--- src/rtl/ising_config_pkg.sv ---
// ising_config: host register map for the Ising-machine fabric, plus the
// command-controller types and decode helper built on top of it.
package ising_config;

  // Trigger registers
  localparam logic [15:0] REG_RUN_TRIG  = 16'h0000;
  localparam logic [15:0] REG_DEL_TRIG  = 16'h0001;
  localparam logic [15:0] REG_HALT      = 16'h0002;
  localparam logic [15:0] REG_ADC_RUN   = 16'h0005;

  // Plain config registers
  localparam logic [15:0] REG_CFG_03 = 16'h0003;
  localparam logic [15:0] REG_CFG_04 = 16'h0004;
  localparam logic [15:0] REG_CFG_0E = 16'h000E;
  localparam logic [15:0] REG_CFG_11 = 16'h0011;
  localparam logic [15:0] REG_CFG_17 = 16'h0017;
  localparam logic [15:0] REG_CFG_18 = 16'h0018;
  localparam logic [15:0] REG_CFG_19 = 16'h0019;
  localparam logic [15:0] REG_CFG_1C = 16'h001C;
  localparam logic [15:0] REG_CFG_1D = 16'h001D;
  localparam logic [15:0] REG_CFG_1E = 16'h001E;
  localparam logic [15:0] REG_CFG_21 = 16'h0021;
  localparam logic [15:0] REG_CFG_22 = 16'h0022;
  localparam logic [15:0] REG_CFG_23 = 16'h0023;
  localparam logic [15:0] REG_CFG_26 = 16'h0026;
  localparam logic [15:0] REG_CFG_29 = 16'h0029;
  localparam logic [15:0] REG_CFG_2A = 16'h002A;
  localparam logic [15:0] REG_CFG_2B = 16'h002B;

  // Indirect table pointer/data register pairs
  localparam logic [15:0] REG_MAC_ADDR  = 16'h000C;
  localparam logic [15:0] REG_MAC_DATA  = 16'h000D;
  localparam logic [15:0] REG_NL_ADDR   = 16'h000F;
  localparam logic [15:0] REG_NL_DATA   = 16'h0010;
  localparam logic [15:0] REG_AOUT_ADDR = 16'h0015;
  localparam logic [15:0] REG_AOUT_DATA = 16'h0016;
  localparam logic [15:0] REG_BOUT_ADDR = 16'h001A;
  localparam logic [15:0] REG_BOUT_DATA = 16'h001B;
  localparam logic [15:0] REG_COUT_ADDR = 16'h001F;
  localparam logic [15:0] REG_COUT_DATA = 16'h0020;
  localparam logic [15:0] REG_ANL_ADDR  = 16'h0027;
  localparam logic [15:0] REG_ANL_DATA  = 16'h0028;

  // FIFO push registers
  localparam logic [15:0] REG_A_FIFO = 16'h0024;
  localparam logic [15:0] REG_C_FIFO = 16'h0025;

  // Readback registers
  localparam logic [15:0] REG_RB_06 = 16'h0006;
  localparam logic [15:0] REG_RB_07 = 16'h0007;
  localparam logic [15:0] REG_RB_08 = 16'h0008;
  localparam logic [15:0] REG_RB_09 = 16'h0009;
  localparam logic [15:0] REG_RB_0A = 16'h000A;
  localparam logic [15:0] REG_RB_0B = 16'h000B;
  localparam logic [15:0] REG_RB_12 = 16'h0012;
  localparam logic [15:0] REG_RB_13 = 16'h0013;
  localparam logic [15:0] REG_RB_14 = 16'h0014;

  // Controller extensions
  typedef enum logic [1:0] {ST_IDLE, ST_DECODE, ST_RB_WAIT, ST_RB_CAP} cmd_state_e;

  typedef enum logic [3:0] {
    ACT_NONE, ACT_RUN, ACT_DEL, ACT_HALT, ACT_ADC, ACT_CFG,
    ACT_TPTR, ACT_TDAT, ACT_FIFO_A, ACT_FIFO_C, ACT_RB
  } cmd_act_e;

  typedef struct packed {
    cmd_act_e   act;
    logic [2:0] sel;
  } cmd_dec_t;

  localparam logic [2:0] TBL_SEL_MAC  = 3'd0;
  localparam logic [2:0] TBL_SEL_NL   = 3'd1;
  localparam logic [2:0] TBL_SEL_AOUT = 3'd2;
  localparam logic [2:0] TBL_SEL_BOUT = 3'd3;
  localparam logic [2:0] TBL_SEL_COUT = 3'd4;
  localparam logic [2:0] TBL_SEL_ANL  = 3'd5;

  localparam int NUM_TBL = 6;
  localparam int NUM_CFG = 17;
  localparam int NUM_RB  = 9;

  localparam logic [2:0]  TBL_SEL_LIST [NUM_TBL] = '{TBL_SEL_MAC, TBL_SEL_NL, TBL_SEL_AOUT,
                                                     TBL_SEL_BOUT, TBL_SEL_COUT, TBL_SEL_ANL};
  localparam logic [15:0] TBL_PTR_REGS [NUM_TBL] = '{REG_MAC_ADDR, REG_NL_ADDR, REG_AOUT_ADDR,
                                                     REG_BOUT_ADDR, REG_COUT_ADDR, REG_ANL_ADDR};
  localparam logic [15:0] TBL_DAT_REGS [NUM_TBL] = '{REG_MAC_DATA, REG_NL_DATA, REG_AOUT_DATA,
                                                     REG_BOUT_DATA, REG_COUT_DATA, REG_ANL_DATA};
  localparam logic [15:0] CFG_REGS [NUM_CFG] = '{
    REG_CFG_03, REG_CFG_04, REG_CFG_0E, REG_CFG_11, REG_CFG_17, REG_CFG_18,
    REG_CFG_19, REG_CFG_1C, REG_CFG_1D, REG_CFG_1E, REG_CFG_21, REG_CFG_22,
    REG_CFG_23, REG_CFG_26, REG_CFG_29, REG_CFG_2A, REG_CFG_2B};
  localparam logic [15:0] RB_REGS [NUM_RB] = '{
    REG_RB_06, REG_RB_07, REG_RB_08, REG_RB_09, REG_RB_0A, REG_RB_0B,
    REG_RB_12, REG_RB_13, REG_RB_14};

  // Map a host address to its action; register sets are disjoint so the
  // loops never compete for the same address.
  function automatic cmd_dec_t decode_addr(input logic [15:0] a);
    cmd_dec_t d;
    d.act = ACT_NONE;
    d.sel = '0;
    if (a == REG_RUN_TRIG)      d.act = ACT_RUN;
    else if (a == REG_DEL_TRIG) d.act = ACT_DEL;
    else if (a == REG_HALT)     d.act = ACT_HALT;
    else if (a == REG_ADC_RUN)  d.act = ACT_ADC;
    else if (a == REG_A_FIFO)   d.act = ACT_FIFO_A;
    else if (a == REG_C_FIFO)   d.act = ACT_FIFO_C;
    for (int i = 0; i < NUM_CFG; i++)
      if (a == CFG_REGS[i]) d.act = ACT_CFG;
    for (int i = 0; i < NUM_RB; i++)
      if (a == RB_REGS[i]) d.act = ACT_RB;
    for (int i = 0; i < NUM_TBL; i++) begin
      if (a == TBL_PTR_REGS[i]) begin d.act = ACT_TPTR; d.sel = TBL_SEL_LIST[i]; end
      if (a == TBL_DAT_REGS[i]) begin d.act = ACT_TDAT; d.sel = TBL_SEL_LIST[i]; end
    end
    return d;
  endfunction

endpackage

--- src/rtl/gpio_cmd_ctrl_sync.sv ---
// gpio_sync_edge: multi-flop synchronizer for the host GPIO word plus
// w_clk rising-edge detect. addr/data are taken from the same synced word.
module gpio_sync_edge #(
  parameter int SYNC_STAGES = 2
) (
  input  logic        clk,
  input  logic        rst,
  input  logic [24:0] gpio_in,
  output logic        wr_stb,
  output logic [15:0] wr_addr,
  output logic [7:0]  wr_data
);

  logic [SYNC_STAGES-1:0][24:0] sync_q;
  logic                         prev_w_q;

  // Shift the host word through the synchronizer, remember last w_clk
  always_ff @(posedge clk or negedge rst) begin
    if (!rst) begin
      sync_q   <= '0;
      prev_w_q <= 1'b0;
    end else begin
      sync_q[0] <= gpio_in;
      for (int i = 1; i < SYNC_STAGES; i++) sync_q[i] <= sync_q[i-1];
      prev_w_q <= sync_q[SYNC_STAGES-1][24];
    end
  end

  assign wr_stb  = sync_q[SYNC_STAGES-1][24] & ~prev_w_q;
  assign wr_addr = sync_q[SYNC_STAGES-1][15:0];
  assign wr_data = sync_q[SYNC_STAGES-1][23:16];

endmodule

--- src/rtl/gpio_cmd_ctrl.sv ---
// gpio_cmd_ctrl: decodes synchronized host writes into trigger pulses,
// config writes, auto-incrementing table writes, FIFO pushes and readbacks.
// RB_LAT is expected to be >= 1.
module gpio_cmd_ctrl
  import ising_config::*;
#(
  parameter int SYNC_STAGES = 2,
  parameter int RB_LAT      = 2
) (
  input  logic        clk,
  input  logic        rst,
  input  logic [24:0] gpio_in,
  output logic        run_trig,
  output logic        del_trig,
  output logic        halt,
  output logic        adc_run,
  output logic        cfg_we,
  output logic [15:0] cfg_addr,
  output logic [7:0]  cfg_data,
  output logic        tbl_we,
  output logic [2:0]  tbl_sel,
  output logic [7:0]  tbl_addr,
  output logic [7:0]  tbl_data,
  output logic        a_wr_en,
  output logic        c_wr_en,
  output logic [7:0]  fifo_data,
  input  logic        a_full,
  input  logic        c_full,
  output logic [15:0] rb_addr,
  input  logic [7:0]  rb_data,
  output logic [7:0]  gpio_rd_data,
  output logic        gpio_rd_ack,
  output logic [2:0]  err_flags
);

  logic        wr_stb;
  logic [15:0] wr_addr;
  logic [7:0]  wr_data;

  gpio_sync_edge #(.SYNC_STAGES(SYNC_STAGES)) u_sync (
    .clk     (clk),
    .rst     (rst),
    .gpio_in (gpio_in),
    .wr_stb  (wr_stb),
    .wr_addr (wr_addr),
    .wr_data (wr_data)
  );

  cmd_state_e  state_q;
  logic [15:0] addr_q;
  logic [7:0]  data_q;
  logic [7:0]  cnt_q;
  logic [7:0]  ptr_q [NUM_TBL];
  cmd_dec_t    dec;

  // Decode the captured address; used only in DECODE
  always_comb dec = decode_addr(addr_q);

  // Command FSM; every output is a register written here
  always_ff @(posedge clk or negedge rst) begin
    if (!rst) begin
      state_q      <= ST_IDLE;
      addr_q       <= '0;
      data_q       <= '0;
      cnt_q        <= '0;
      for (int i = 0; i < NUM_TBL; i++) ptr_q[i] <= '0;
      run_trig     <= 1'b0;
      del_trig     <= 1'b0;
      halt         <= 1'b0;
      adc_run      <= 1'b0;
      cfg_we       <= 1'b0;
      cfg_addr     <= '0;
      cfg_data     <= '0;
      tbl_we       <= 1'b0;
      tbl_sel      <= '0;
      tbl_addr     <= '0;
      tbl_data     <= '0;
      a_wr_en      <= 1'b0;
      c_wr_en      <= 1'b0;
      fifo_data    <= '0;
      rb_addr      <= '0;
      gpio_rd_data <= '0;
      gpio_rd_ack  <= 1'b0;
      err_flags    <= '0;
    end else begin
      run_trig <= 1'b0;
      del_trig <= 1'b0;
      halt     <= 1'b0;
      adc_run  <= 1'b0;
      cfg_we   <= 1'b0;
      tbl_we   <= 1'b0;
      a_wr_en  <= 1'b0;
      c_wr_en  <= 1'b0;
      // Strobes arriving while a command is in flight are dropped
      if (wr_stb && state_q != ST_IDLE) err_flags[1] <= 1'b1;
      case (state_q)
        ST_IDLE: if (wr_stb) begin
          addr_q  <= wr_addr;
          data_q  <= wr_data;
          state_q <= ST_DECODE;
        end
        ST_DECODE: begin
          state_q <= ST_IDLE;
          case (dec.act)
            ACT_RUN:  run_trig <= 1'b1;
            ACT_DEL:  del_trig <= 1'b1;
            ACT_HALT: halt     <= 1'b1;
            ACT_ADC:  adc_run  <= 1'b1;
            ACT_CFG: begin
              cfg_we   <= 1'b1;
              cfg_addr <= addr_q;
              cfg_data <= data_q;
            end
            ACT_TPTR: ptr_q[dec.sel] <= data_q;
            ACT_TDAT: begin
              tbl_we         <= 1'b1;
              tbl_sel        <= dec.sel;
              tbl_addr       <= ptr_q[dec.sel];
              tbl_data       <= data_q;
              ptr_q[dec.sel] <= ptr_q[dec.sel] + 8'd1;
            end
            ACT_FIFO_A: if (a_full) err_flags[0] <= 1'b1;
                        else begin a_wr_en <= 1'b1; fifo_data <= data_q; end
            ACT_FIFO_C: if (c_full) err_flags[0] <= 1'b1;
                        else begin c_wr_en <= 1'b1; fifo_data <= data_q; end
            ACT_RB: begin
              rb_addr <= addr_q;
              cnt_q   <= '0;
              state_q <= ST_RB_WAIT;
            end
            default: err_flags[2] <= 1'b1;
          endcase
        end
        ST_RB_WAIT: begin
          if (cnt_q == 8'(RB_LAT - 1)) state_q <= ST_RB_CAP;
          else                         cnt_q   <= cnt_q + 8'd1;
        end
        ST_RB_CAP: begin
          gpio_rd_data <= rb_data;
          gpio_rd_ack  <= ~gpio_rd_ack;
          state_q      <= ST_IDLE;
        end
        default: state_q <= ST_IDLE;
      endcase
    end
  end

endmodule
--- config.mk ---
export PLATFORM = sky130hd
export DESIGN_NAME = gpio_cmd_ctrl
export DESIGN_NICKNAME = d
export VERILOG_FILES = /design/src/rtl/ising_config_pkg.sv /design/src/rtl/gpio_cmd_ctrl_sync.sv /design/src/rtl/gpio_cmd_ctrl.sv
export SDC_FILE = /design/constraint.sdc
export NUM_CORES = 1
export LEC_CHECK = 0
export CAP_MARGIN = 10
export CORE_MARGIN = 4
export CORE_UTILIZATION = 50
export CTS_CLUSTER_DIAMETER = 30
export CTS_CLUSTER_SIZE = 24
export DETAILED_ROUTE_END_ITERATION = 8
export GPL_ROUTABILITY_DRIVEN = 1
export GPL_TIMING_DRIVEN = 0
export HOLD_SLACK_MARGIN = 0.03
export PLACE_DENSITY = 0.83
export SLEW_MARGIN = 30
export SYNTH_ARGS = -nofsm -noshare
export SYNTH_HDL_FRONTEND = slang
export SYNTH_SLANG_ARGS = --single-unit
export TNS_END_PERCENT = 1
--- constraint.sdc ---
create_clock -name clk -period 4.15 [get_ports clk]
set_input_delay 0.83 -clock clk [delete_from_list [all_inputs] [get_ports clk]]
set_output_delay 0.83 -clock clk [all_outputs]
set_load 0.01 [all_outputs]
==> run_results.csv <==
group,metric,value,unit
status,status,"completed",
yosys,yosysWarnings,0,
clock_network,htreeDepth,2,
yosys,netlist-cell-type-count,76,
pwr,power.leakage,5.49,nW
routing,firstDrtPassIters,5,
setup_path,cp.arrival,4.33,ns
floorplanning,ios,124,
placement,routabilityCongestion,0.894,
placement,dp_hpwl,15100,um
routing,drtIter0Drc,579,
timing,fin_skew,0.0233,ns
global_route,grt-ovfl-total,0,
hold_path,hold_class,"input port to async pin",
placement,dp_slack,-0.225,ns
yosys,syn-cell-area,9060,sq um
setup_path,r2r_cells,9,
timing,finalMaxSlewViolations,0,
yosys,ys.flop_type,"dfrtp_1",
yosys,synth_edf_count,0,
yosys,synth_top_area_cell,"dfrtp_1",
yosys,synthMuxAreaShare,8.85,%
floorplanning,die_y,143,um
global_route,grt_max_degree,92,
routing,drt_wl_total,23400,um
yosys,synth_nets,803,
timing,max_freq,253,MHz
routing,ant_nets,0,
global_route,grt_pass1_vias,7166,
yosys,synth-xor-area-share,0.773,%
global_route,grt_pass1_wl,38200,um
finish,syn_to_final_growth,34.4,%
global_route,antenna_found_initial,0,
setup_path,cp_max_fo,10,
clock_network,cts_num_sinks,220,
finish,final_core_util,69.4,%
clock_network,cts_hold_buf,0,
yosys,yosys.area_share.simple,15.5,%
finish,multi_input_area,3400,sq um
floorplanning,core_area,17500,sq um
clock_network,cts_root_buffer,"clkbuf_16",
yosys,synth_top_family_by_area,"simple AND/OR/NAND/NOR gates",
timing,worst_slew_pin_slew,0.917,ns
finish,design_area,12200,sq um
clock_network,cts_max_path_buffers,3,
placement,place_area,10600,sq um
finish,n_fill_cell,1173,
clock_network,clk_pin_slew,0.05,ns
finish,seq_area,5510,sq um
floorplanning,start_util,51.7,%
timing,period_needed,3.95,ns
timing,rsz0062_at_grt,"false",
pwr,power_density,507,nW/um^2
run,cap_violations,0,
routing,vias_per_cell,5.64,
yosys,synth_area_leaders,"dfrtp_1 61%, mux2_2 6.0%, nand2_1 3.4%, nor2_1 2.7%, a21oi_1 2.3%",
finish,fin_nets,972,
yosys,synthAdderAreaFrac,0.414,%
yosys,syn_inst,763,
setup_path,critPathRequiredTime,4.53,ns
timing,timing.final.ws_setup,0.202,ns
global_route,track_usage,23.7,%
setup_path,path_class,"register to register",
finish,antennaDiodeCount,0,
clock_network,worstSkewPairLatency,0.51,ns
clock_network,tritoncts,"built",
timing,slew_headroom,38.4,%
yosys,ys_ff_latch,220,
pwr,ir_drop,0.000382,V
routing,route.detailed.drc,0,
timing,setup_viol,0,
finish,final_layout_size_suffix_gt1_share,19.3,%
setup_path,cp-end-kind,"register",
floorplanning,fp.dieW,143,um
routing,wl_per_cell,19.7,um
yosys,yosysSeqAreaShare,60.8,%
yosys,avgSynthCellArea,11.9,sq um
timing,hold_viol_final,0,
floorplanning,num_rows,48,
timing,finalCritPeriodShare,95.1,%
yosys,postSynth.asyncResetShare,100,%
clock_network,cts_made_buffers,41,
placement,io_buffer_count,123,
yosys,synth_top_area_share,60.8,%
routing,num_vias,6699,
floorplanning,die_area,20300,sq um
yosys,synth_compound_area_share,11.3,%
setup_path,crit_path_start_kind,"register",
stage by stage:
stage | total power, W | hold WS (ns) | setup TNS [ns] | instances
6_report | 0.00618 | 0.253 | 0 | 1188
5_1_grt | 0.00637 | 0.293 | 0 | 1188
4_1_cts | 0.00620 | 0.270 | 0 | 1188
3_5_place_dp | 0.00271 | 0.335 | -1.35 | 1113
3_3_place_gp | 0.00270 | 0.332 | -1452.78 | 1111
2_1_floorplan | 0.00252 | 0.331 | 0 | 763
flip-flops by register name (all words and copies together) (netlist names), 3 cells and up, named ones only:
| register | count |
|---|---|
| addr_q | 16 |
| cfg_addr | 16 |
| cfg_data | 8 |
| cnt_q | 8 |
| data_q | 8 |
| err_flags | 3 |
| fifo_data | 8 |
| gpio_rd_data | 8 |
| ptr_q | 48 |
| rb_addr | 16 |
| tbl_addr | 8 |
| tbl_data | 8 |
| tbl_sel | 3 |
| u_sync.sync_q | 26 |
| u_sync.wr_addr | 16 |
| u_sync.wr_data | 8 |
cells in the mapped netlist (4+ instances only):
cell      number
nor4_1         7
a21oi_1       42
xor2_1         4
nor2b_1       20
nor3_1        10
nor2_1        65
a221o_1        5
nand4_1        4
xnor2_1        4
a31oi_1       24
a21o_1         4
mux2_4         9
mux2_2        48
nand2b_1       8
dfrtp_1      220
inv_1         13
clkbuf_1      17
or3_1          5
and2_1        14
and3_1         8
buf_2         12
or4_1          4
o21ai_0       24
or4b_1         4
nand3_1       12
nor3_2         4
nand2_1       81
mux2_1         5
mux2i_1        7
a211oi_1       4
path summary, 6_finish.rpt:
| check | start | to | slack (ns) |
|---|---|---|---|
| max | addr_q[1] | fifo_data[0] | 0.20 |
| min | rst | u_sync.sync_q[15] | 0.25 |
| max reg2reg | addr_q[1] | fifo_data[0] | 0.20 |
| min reg2reg | u_sync.sync_q[3] | u_sync.wr_addr[3] | 0.34 |
| max in group asynchronous | rst | cfg_addr[15] | 3.10 |
| min in group clk | u_sync.sync_q[3] | u_sync.wr_addr[3] | 0.34 |
per-layer routing:
metal | wire length [um] | track usage [%]
met5 | 0 | 0
met4 | 490 | 7.35
met3 | 1790 | 5.96
met2 | 11800 | 39.6
met1 | 9320 | 30.6
placed cells by master, fill, tap and decap left out, types with 4 or more instances in the layout:
master,n
a21o_1,4
a21oi_1,42
a221o_1,5
a31oi_1,24
and2_1,14
and3_1,8
buf_2,12
buf_4,4
bufinv_16,7
clkbuf_1,17
clkbuf_16,42
clkbuf_8,6
clkdlybuf4s50_1,122
clkinv_2,9
dfrtp_1,220
inv_1,13
mux2_1,5
mux2_2,48
mux2_4,9
mux2i_1,5
nand2_1,81
nand2b_1,8
nand3_1,12
nand4_1,4
nor2_1,65
nor2b_1,20
nor3_1,8
nor3_2,5
nor4_1,7
o21ai_0,24
or3_1,5
or4_1,4
or4b_1,4
xnor2_1,4
xor2_1,4
kinds of logic (layout without fill, tap and decap cells):
family	after synthesis	count (layout)
AND/OR/NAND/NOR	272	272
flip-flops	220	220
AO/OA/AOI/OAI	144	144
multiplexers	69	69
buffers and inverters	47	247
XOR/XNOR	8	8
adder cells (fa/ha/maj)	3	3
cell type report:
| type | instances | share of cell area [%] |
|---|---|---|
| tap | 225 | 2.31 |
| sequential | 220 | 45.2 |
| buffer | 34 | 1.41 |
| clock inverter | 24 | 2.70 |
| clock buffer | 50 | 9.37 |
| multi-input combinational | 496 | 27.9 |
| inverter | 13 | 0.401 |
| timing repair buffer | 126 | 10.7 |
critical path: stages, from the launching register on:
cell	delay, ns
dfrtp_1	0.44
clkbuf_1	0.28
nor2b_1	0.26
a221o_1	0.40
a221oi_4	0.57
o21ai_2	0.24
a221oi_4	0.53
nand2_1	0.24
a211oi_4	0.46
mux2_2	0.41
power by group:
group          internal (W)  switching (W)
Clock               0.00239        0.00109
Combinational      0.000152       0.000251
Sequential          0.00223      0.0000736
what timing repair did:
action	in CTS	in global routing
pin swaps	1	0
gates resized for setup	3	11
buffers inserted	1	0
endpoints found under the hold margin	0	0
endpoints found under the setup margin	29	55
Note: power is estimated with default switching activity, not from simulation.
